[src/rtl/fetch_queue.sv]
// Fetch stage with a DEPTH-entry prefetch queue between instruction memory and decode.
// Optional macro FETCH_BYPASS_EN forwards a response straight to decode when the queue is empty.
module fetch_queue #(
  parameter int              XLEN      = 32,
  parameter int              DEPTH     = 4,
  parameter int              TAG_WIDTH = 4,
  parameter logic [XLEN-1:0] RESET_PC  = '0
) (
  input  logic                 clk,
  input  logic                 reset,
  input  logic                 jump,
  input  logic [XLEN-1:0]      jump_target,
  output logic                 i_req,
  output logic [XLEN-1:0]      i_address,
  input  logic                 i_gnt,
  input  logic [31:0]          instruction,
  input  logic                 stall,
  output logic                 valid_out,
  output logic [31:0]          IR,
  output logic [XLEN-1:0]      NPC,
  output logic [TAG_WIDTH-1:0] tag_out,
  output logic                 empty
);

  localparam int AW = $clog2(DEPTH);
  localparam logic [AW:0] DEPTH_C = (AW+1)'(DEPTH);

  // Handshakes: a request transfers on a cycle with i_req & i_gnt and its data
  // arrives exactly one cycle later; decode takes the head on valid_out & ~stall.
  logic [XLEN-1:0]      r_pc;
  logic [XLEN-1:0]      r_resp_addr;
  logic                 r_inflight;
  logic [TAG_WIDTH-1:0] r_tag;
  logic [31:0]          r_q_ir  [DEPTH];
  logic [XLEN-1:0]      r_q_npc [DEPTH];
  logic [AW-1:0]        r_wr_ptr;
  logic [AW-1:0]        r_rd_ptr;
  logic [AW:0]          r_count;

  logic [AW:0] w_occupancy;
  logic        w_empty;
  logic        w_issue;
  logic        w_grant;
  logic        w_resp;
  logic        w_bypass;
  logic        w_pop;
  logic        w_push;

  // Occupancy counts the outstanding request so a response always has a free slot.
  assign w_occupancy = r_count + {{AW{1'b0}}, r_inflight};
  assign w_empty     = (r_count == '0);
  assign w_issue     = reset & ~jump & (w_occupancy < DEPTH_C);
  assign w_grant     = w_issue & i_gnt;
  assign w_resp      = r_inflight & ~jump;

`ifdef FETCH_BYPASS_EN
  assign w_bypass = w_empty & w_resp;
`else
  assign w_bypass = 1'b0;
`endif

  assign w_pop  = ~w_empty & ~stall & ~jump;
  assign w_push = w_resp & ~(w_bypass & ~stall);

  assign i_req     = w_issue;
  assign i_address = r_pc;
  assign tag_out   = r_tag;
  assign empty     = w_empty;
  assign valid_out = ~w_empty | w_bypass;

  always_comb begin
    IR  = '0;
    NPC = '0;
    if (!w_empty) begin
      IR  = r_q_ir[r_rd_ptr];
      NPC = r_q_npc[r_rd_ptr];
    end else if (w_bypass) begin
      IR  = instruction;
      NPC = r_resp_addr;
    end
  end

  always_ff @(posedge clk) begin
    if (w_push) begin
      r_q_ir[r_wr_ptr]  <= instruction;
      r_q_npc[r_wr_ptr] <= r_resp_addr;
    end
  end

  always_ff @(posedge clk or negedge reset) begin
    if (!reset) begin
      r_pc        <= RESET_PC;
      r_resp_addr <= '0;
      r_inflight  <= 1'b0;
      r_tag       <= '0;
      r_wr_ptr    <= '0;
      r_rd_ptr    <= '0;
      r_count     <= '0;
    end else if (jump) begin
      r_pc       <= jump_target;
      r_tag      <= r_tag + 1'b1;
      r_inflight <= 1'b0;
      r_wr_ptr   <= '0;
      r_rd_ptr   <= '0;
      r_count    <= '0;
    end else begin
      r_inflight <= w_grant;
      if (w_grant) begin
        r_pc        <= r_pc + XLEN'(4);
        r_resp_addr <= r_pc;
      end
      if (w_push) r_wr_ptr <= r_wr_ptr + 1'b1;
      if (w_pop)  r_rd_ptr <= r_rd_ptr + 1'b1;
      case ({w_push, w_pop})
        2'b10:   r_count <= r_count + 1'b1;
        2'b01:   r_count <= r_count - 1'b1;
        default: r_count <= r_count;
      endcase
    end
  end

endmodule

[config.mk]
export PLATFORM = sky130hd
export DESIGN_NAME = fetch_queue
export DESIGN_NICKNAME = d
export VERILOG_FILES = /design/src/rtl/fetch_queue.sv
export SDC_FILE = /design/constraint.sdc
export NUM_CORES = 1
export LEC_CHECK = 0
export CORE_MARGIN = 8
export CORE_UTILIZATION = 50
export DETAILED_ROUTE_END_ITERATION = 6
export DONT_BUFFER_PORTS = 1
export PLACE_DENSITY_LB_ADDON = 0.12
export SLEW_MARGIN = 20
export SYNTH_ARGS = -nofsm -noshare
export SYNTH_HDL_FRONTEND = slang
export SYNTH_SLANG_ARGS = --single-unit
[constraint.sdc]
create_clock -name clk -period 3.35 [get_ports clk]
set_clock_uncertainty 0.2 [all_clocks]
set_input_delay 0.67 -clock clk [delete_from_list [all_inputs] [get_ports clk]]
set_output_delay 0.67 -clock clk [all_outputs]
set_load 0.01 [all_outputs]
* Word level (Yosys, flattened, before mapping)
Memory sizes are Yosys's and may differ from the RTL's.
Cells that the tools add are included.
** Word-level totals
- RAM bits :: 256
- Memories :: 2
- Flip-flop bits (word level) :: 76
- Input port bits :: 69
- ROM bits :: 0
- Bits in latches :: 0
- Word-level logic and storage cells :: 47
** Cells by class
- $add $sub $neg :: 7
- Bitwise operators :: 9
- Reduce and logical (&&, ||, !) cells :: 6
- Equality and inequality tests :: 2
- Shift operators :: 0
- Div/mod/pow operators :: 0
- Mux-type cells :: 13
- $lt $le $gt $ge :: 1
- $mul :: 0
** Memories
- r_q_ir :: depth 4, width 32, rd ports 1, clocked after memory_dff 0, wr ports 1, line 34 : logic [31:0] r_q_ir [DEPTH];
- r_q_npc :: depth 4, width 32, rd ports 1, clocked after memory_dff 0, wr ports 1, line 35 : logic [XLEN-1:0] r_q_npc [DEPTH];
** Operators by type and width (count)
- 32-bit two-way mux :: 4
- 32-bit by 3-bit adder with 32-bit output, second input constant :: 1
- 2-bit two-way mux :: 4
- 1-bit AND :: 6
- 3-bit case mux with 2 select lines :: 1
- 2-bit nonzero test :: 3
- 2-bit by 1-bit adder with 2-bit output, second input constant :: 2
- 4-bit by 1-bit adder with 4-bit output, second input constant :: 1
- 3-bit by 1-bit adder with 3-bit output :: 1
- 3-bit by 1-bit adder with 3-bit output, second input constant :: 1
- 3-bit zero test :: 1
- 3-bit < comparator, second input constant :: 1
- 1-bit two-way mux :: 3
- 3-bit two-way mux :: 1
- 1-bit inverter :: 3
- 3-bit nonzero test :: 1
- 3-bit by 1-bit subtractor with 3-bit output, second input constant :: 1
- 2-bit by 1-bit equality test with 1-bit output, second input constant :: 1
- 2-bit equality test, second input constant :: 1
- 2-bit AND reduction :: 1

* Longest topological paths before layout
- Word-level depth :: 7
- Mapped depth :: 10
- Mapped depth without buffers :: 8

* Least setup slack after synthesis
Ideal clock, no wire load.
- Path type :: input to register
- Start point :: input jump
- End point :: memory r_q_ir[0][0] (enable)
- Path slack :: 0.191 ns
- Required time :: 2.721 ns
- Arrival time :: 2.531 ns
- Cell stages on the path :: 3
- Library setup time :: 0.429 ns
- Path through :: buf_2 > nor2b_1 > and2_1
** On the way
- Word-level cells in the longest chain between the ends :: 4
** Ends and longest elaborated chain
- from (decl) :: line 11 : input logic jump,
- 1-bit inverter (no line)
- 1-bit AND :: line 54 : assign w_resp = r_inflight & ~jump;
- 1-bit two-way mux :: line 84 : if (w_push) begin
- 1-bit two-way mux (implied by the code) :: line 85 : r_q_ir[r_wr_ptr] <= instruction;
- to (decl) :: line 34
No other way between the ends.

* Worst setup path after layout
- Start point :: register r_rd_ptr[0]
- End point :: output IR[2]
** On the way
- Word-level cells in the longest chain between the ends :: 2
** Ends and longest elaborated chain
- from (decl) :: line 37 : logic [AW-1:0] r_rd_ptr;
- from (signal assigned) :: line 113 : if (w_pop) r_rd_ptr <= r_rd_ptr + 1'b1;
- memory read 4 x 32 bit
- 32-bit two-way mux :: line 74 : if (!w_empty) begin
- to (decl) :: line 19 : output logic [31:0] IR,
No other way between the ends.

==> impl_metrics.ini <==
[outcome]
status = completed

[yosys]
ys_types = 56
ys_warn_count = 0
synthCells = 813
synth_seq_cells = 332
synthMuxAreaShare = 0.114
synth_compound_area_frac = 0.0287
syn_nets = 889
synthAdderAreaFrac = 0.00707
synthesis.area_sq_um = 13500
syn_avg_cell_area_sq_um = 16.6
synth_top_family_by_area = multiplexers
yosysSeqAreaShare = 0.713
yosys.area_share.simple = 0.108
synth_async_sr_flop_share = 0.229
ys.flop_type = edfxtp_1
synth_xor_area_frac = 0.0111
synth_edf_count = 256

[floorplanning]
die-height_um = 180
num_rows = 60
floorplan.die_area_sq_um = 32400
die_x_um = 180
ios = 172
coreArea_sq_um = 26700
start_util = 0.503

[placed_design]
dp.cells = 1132
dp_hpwl_mm = 18.4
globalplace.congestion = 0.862
port_buffers = 0

[final_layout]
instances_no_fill = 1195
layout-drive-gt1-share = 0.190
utilization = 0.565
nFillCells = 2083
nets = 907
syn2layout_area_growth_pct = 12.3
antenna_cells = 0

[setup_path]
cp-end-kind = output pin
cp_slowest_cell = dfrtp_4
path_delay_family = flip-flops
worstPathMaxFanout = 25
cp-start-kind = flip-flop
worstPathCellList = buf_12, mux4_2, and2_1
crit_type = flip-flop to output pin
arrival_ns = 2.34
crit_path_start = r_rd_ptr[0]
rr_worst_depth = 8
path_depth = 3
critical_path_buf_inv_count = 1
worst-endpoint-required_ns = 2.48
slowest_delay_ns = 0.79
reg2reg_from = r_count[1]

[clocking]
cts_tree = yes
root_buffer = clkbuf_16
clk_pin_slew_ns = 0.06
cts_max_path_buffers = 3
cts_sinks = 332
cts.htree.levels = 2
numCtsBuffers = 36
post_cts_buffers = 0
clk_latency_ns = 0.51

[global_route]
grt_pass1_vias = 7557
grt_usage = 0.177
gr-total-overflow = 0
antenna_found_initial = 0
grt_max_degree = 77
grt_pass1_wl_mm = 44.9

[routing]
wl_per_cell_um = 24.0
routed_wl_mm = 28.7
dr_total_vias = 6979
ant_nets = 0
detail_route.first_pass.iterations = 4
vias_per_cell = 5.84
drtIter0Drc = 381
remaining_drc_errors = 0

[sta]
maxSlewHeadroom = 0.477
setup_viol = 0
tightestPinTransition_ns = 0.777
slew_violations = 0
hold_viol_final = 0
fin_crit_sh = 0.959
layout_min_cycle_time_ns = 3.21
fmax_mhz = 311
setup_tns_ns = 0
rsz0062_at_grt = false

[power_and_ir_drop]
leakage_nw = 5.25
peakVddDrop_mv = 0.385
p_per_area_nw_per_um2 = 744

[worst_hold_path]
min-delay-start = jump
hold_depth = 1
hp-class = primary input to flip-flop

[run]
drv_cap = 0
state kept, by name (all words and copies together), names as in the netlist:
signal / cells
r_rd_ptr: 2
i_address: 32
r_count: 3
r_q_ir: 128
r_inflight: 1
r_q_npc: 128
tag_out: 4
r_resp_addr: 32
r_wr_ptr: 2
report_power, final:
group / internal [mW] / switching (mW) / total [mW]
Combinational: 0.880 / 1.10 / 1.98
Sequential: 4.92 / 0.515 / 5.43
Clock: 2.33 / 1.50 / 3.83
path summary, 6_finish.rpt:
| kind | to | slack, ns |
|---|---|---|
| worst max-delay path | IR[2] | 0.14 |
| worst min-delay path | r_count[2] | 0.03 |
| worst max register to register | r_count[2] | 0.65 |
| worst min register to register | r_q_npc[0][5] | 0.31 |
| max in group asynchronous | r_rd_ptr[0] | 2.07 |
| min in group asynchronous | i_address[6] | 0.49 |
what timing repair did:
action | 4_1_cts | 5_1_grt
hold endpoints to repair | 76 | 0
hold buffers | 2 | 0
resized for setup | 0 | 0
synthesized netlist by cell type (4+ instances only):
master / number / area, sq um
xor2_1: 9 / 78.8
and3_1: 5 / 31.3
buf_1: 4 / 15.0
nand2_1: 130 / 488
mux4_2: 64 / 1440
nand4_1: 11 / 68.8
inv_1: 6 / 22.5
and2_1: 71 / 444
ha_1: 6 / 75.1
o211ai_1: 8 / 60.1
nor2_1: 12 / 45.0
mux2i_1: 4 / 40.0
edfxtp_1: 256 / 7690
buf_6: 6 / 67.6
o311ai_0: 7 / 61.3
xnor2_1: 8 / 70.1
dfrtp_1: 76 / 1900
o21ai_0: 16 / 80.1
nand3_1: 25 / 125
clkbuf_1: 16 / 60.1
buf_2: 17 / 85.1
cell usage in the layout, fill, tap and decap left out, types with 3 or more instances in the layout:
| cell type | n |
|---|---|
| a21oi_1 | 3 |
| a221o_1 | 3 |
| a31oi_1 | 3 |
| and2_0 | 3 |
| and2_1 | 67 |
| and2_4 | 4 |
| and3_1 | 5 |
| buf_12 | 7 |
| buf_4 | 14 |
| bufinv_16 | 4 |
| clkbuf_1 | 8 |
| clkbuf_16 | 37 |
| clkinv_1 | 3 |
| clkinv_2 | 6 |
| dfrtp_1 | 74 |
| edfxtp_1 | 256 |
| ha_1 | 6 |
| inv_1 | 6 |
| mux2_2 | 3 |
| mux2i_1 | 4 |
| mux4_2 | 64 |
| nand2_1 | 130 |
| nand3_1 | 25 |
| nand4_1 | 11 |
| nor2_1 | 12 |
| nor4_1 | 3 |
| o211ai_1 | 8 |
| o21ai_0 | 16 |
| o21ai_1 | 3 |
| o311ai_0 | 7 |
| or4_1 | 3 |
| xnor2_1 | 8 |
| xor2_1 | 9 |
layer usage:
layer  track usage  wire, um  share of wire  vias up
met5             0         0              0        -
met4        0.0456       507          0.018        0
met3        0.0554      2270          0.079       44
met2         0.289     13800           0.48      226
met1         0.227     12100           0.42     3568
li1              -         -              -     3141
area by class of cell:
cell class                 count  area (sq um)  share of cell area
multi-input combinational    431          3630               0.240
clock inverter                16           186              0.0123
sequential                   332          9600               0.635
tap                          341           427              0.0282
inverter                       7          26.3             0.00174
clock buffer                  45           956              0.0633
timing repair buffer          23           283              0.0187
per-stage QoR:
stage / hold WS, ns / cell area, sq um / worst slack [ns] / total power, mW
global placement: 0.178 / 13900 / 0.646 / 7.45
floorplan: 0.174 / 13500 / 0.191 / 6.91
finish: 0.0291 / 15100 / 0.138 / 11.2
global route: 0.0140 / 15100 / 0.0178 / 11.8
CTS: 0.00582 / 15100 / 0.0651 / 11.4
detailed placement: 0.178 / 13900 / 0.620 / 7.55
cell families (layout without fill, tap and decap cells):
family          Yosys count  count (layout)
compound gates           54              54
xor+xnor                 17              17
fa+ha+maj                 7               7
buf+inv                  50              91
flops                   332             332
mux                      72              72
simple gates            281             281
(Power assumes the default switching activity.)
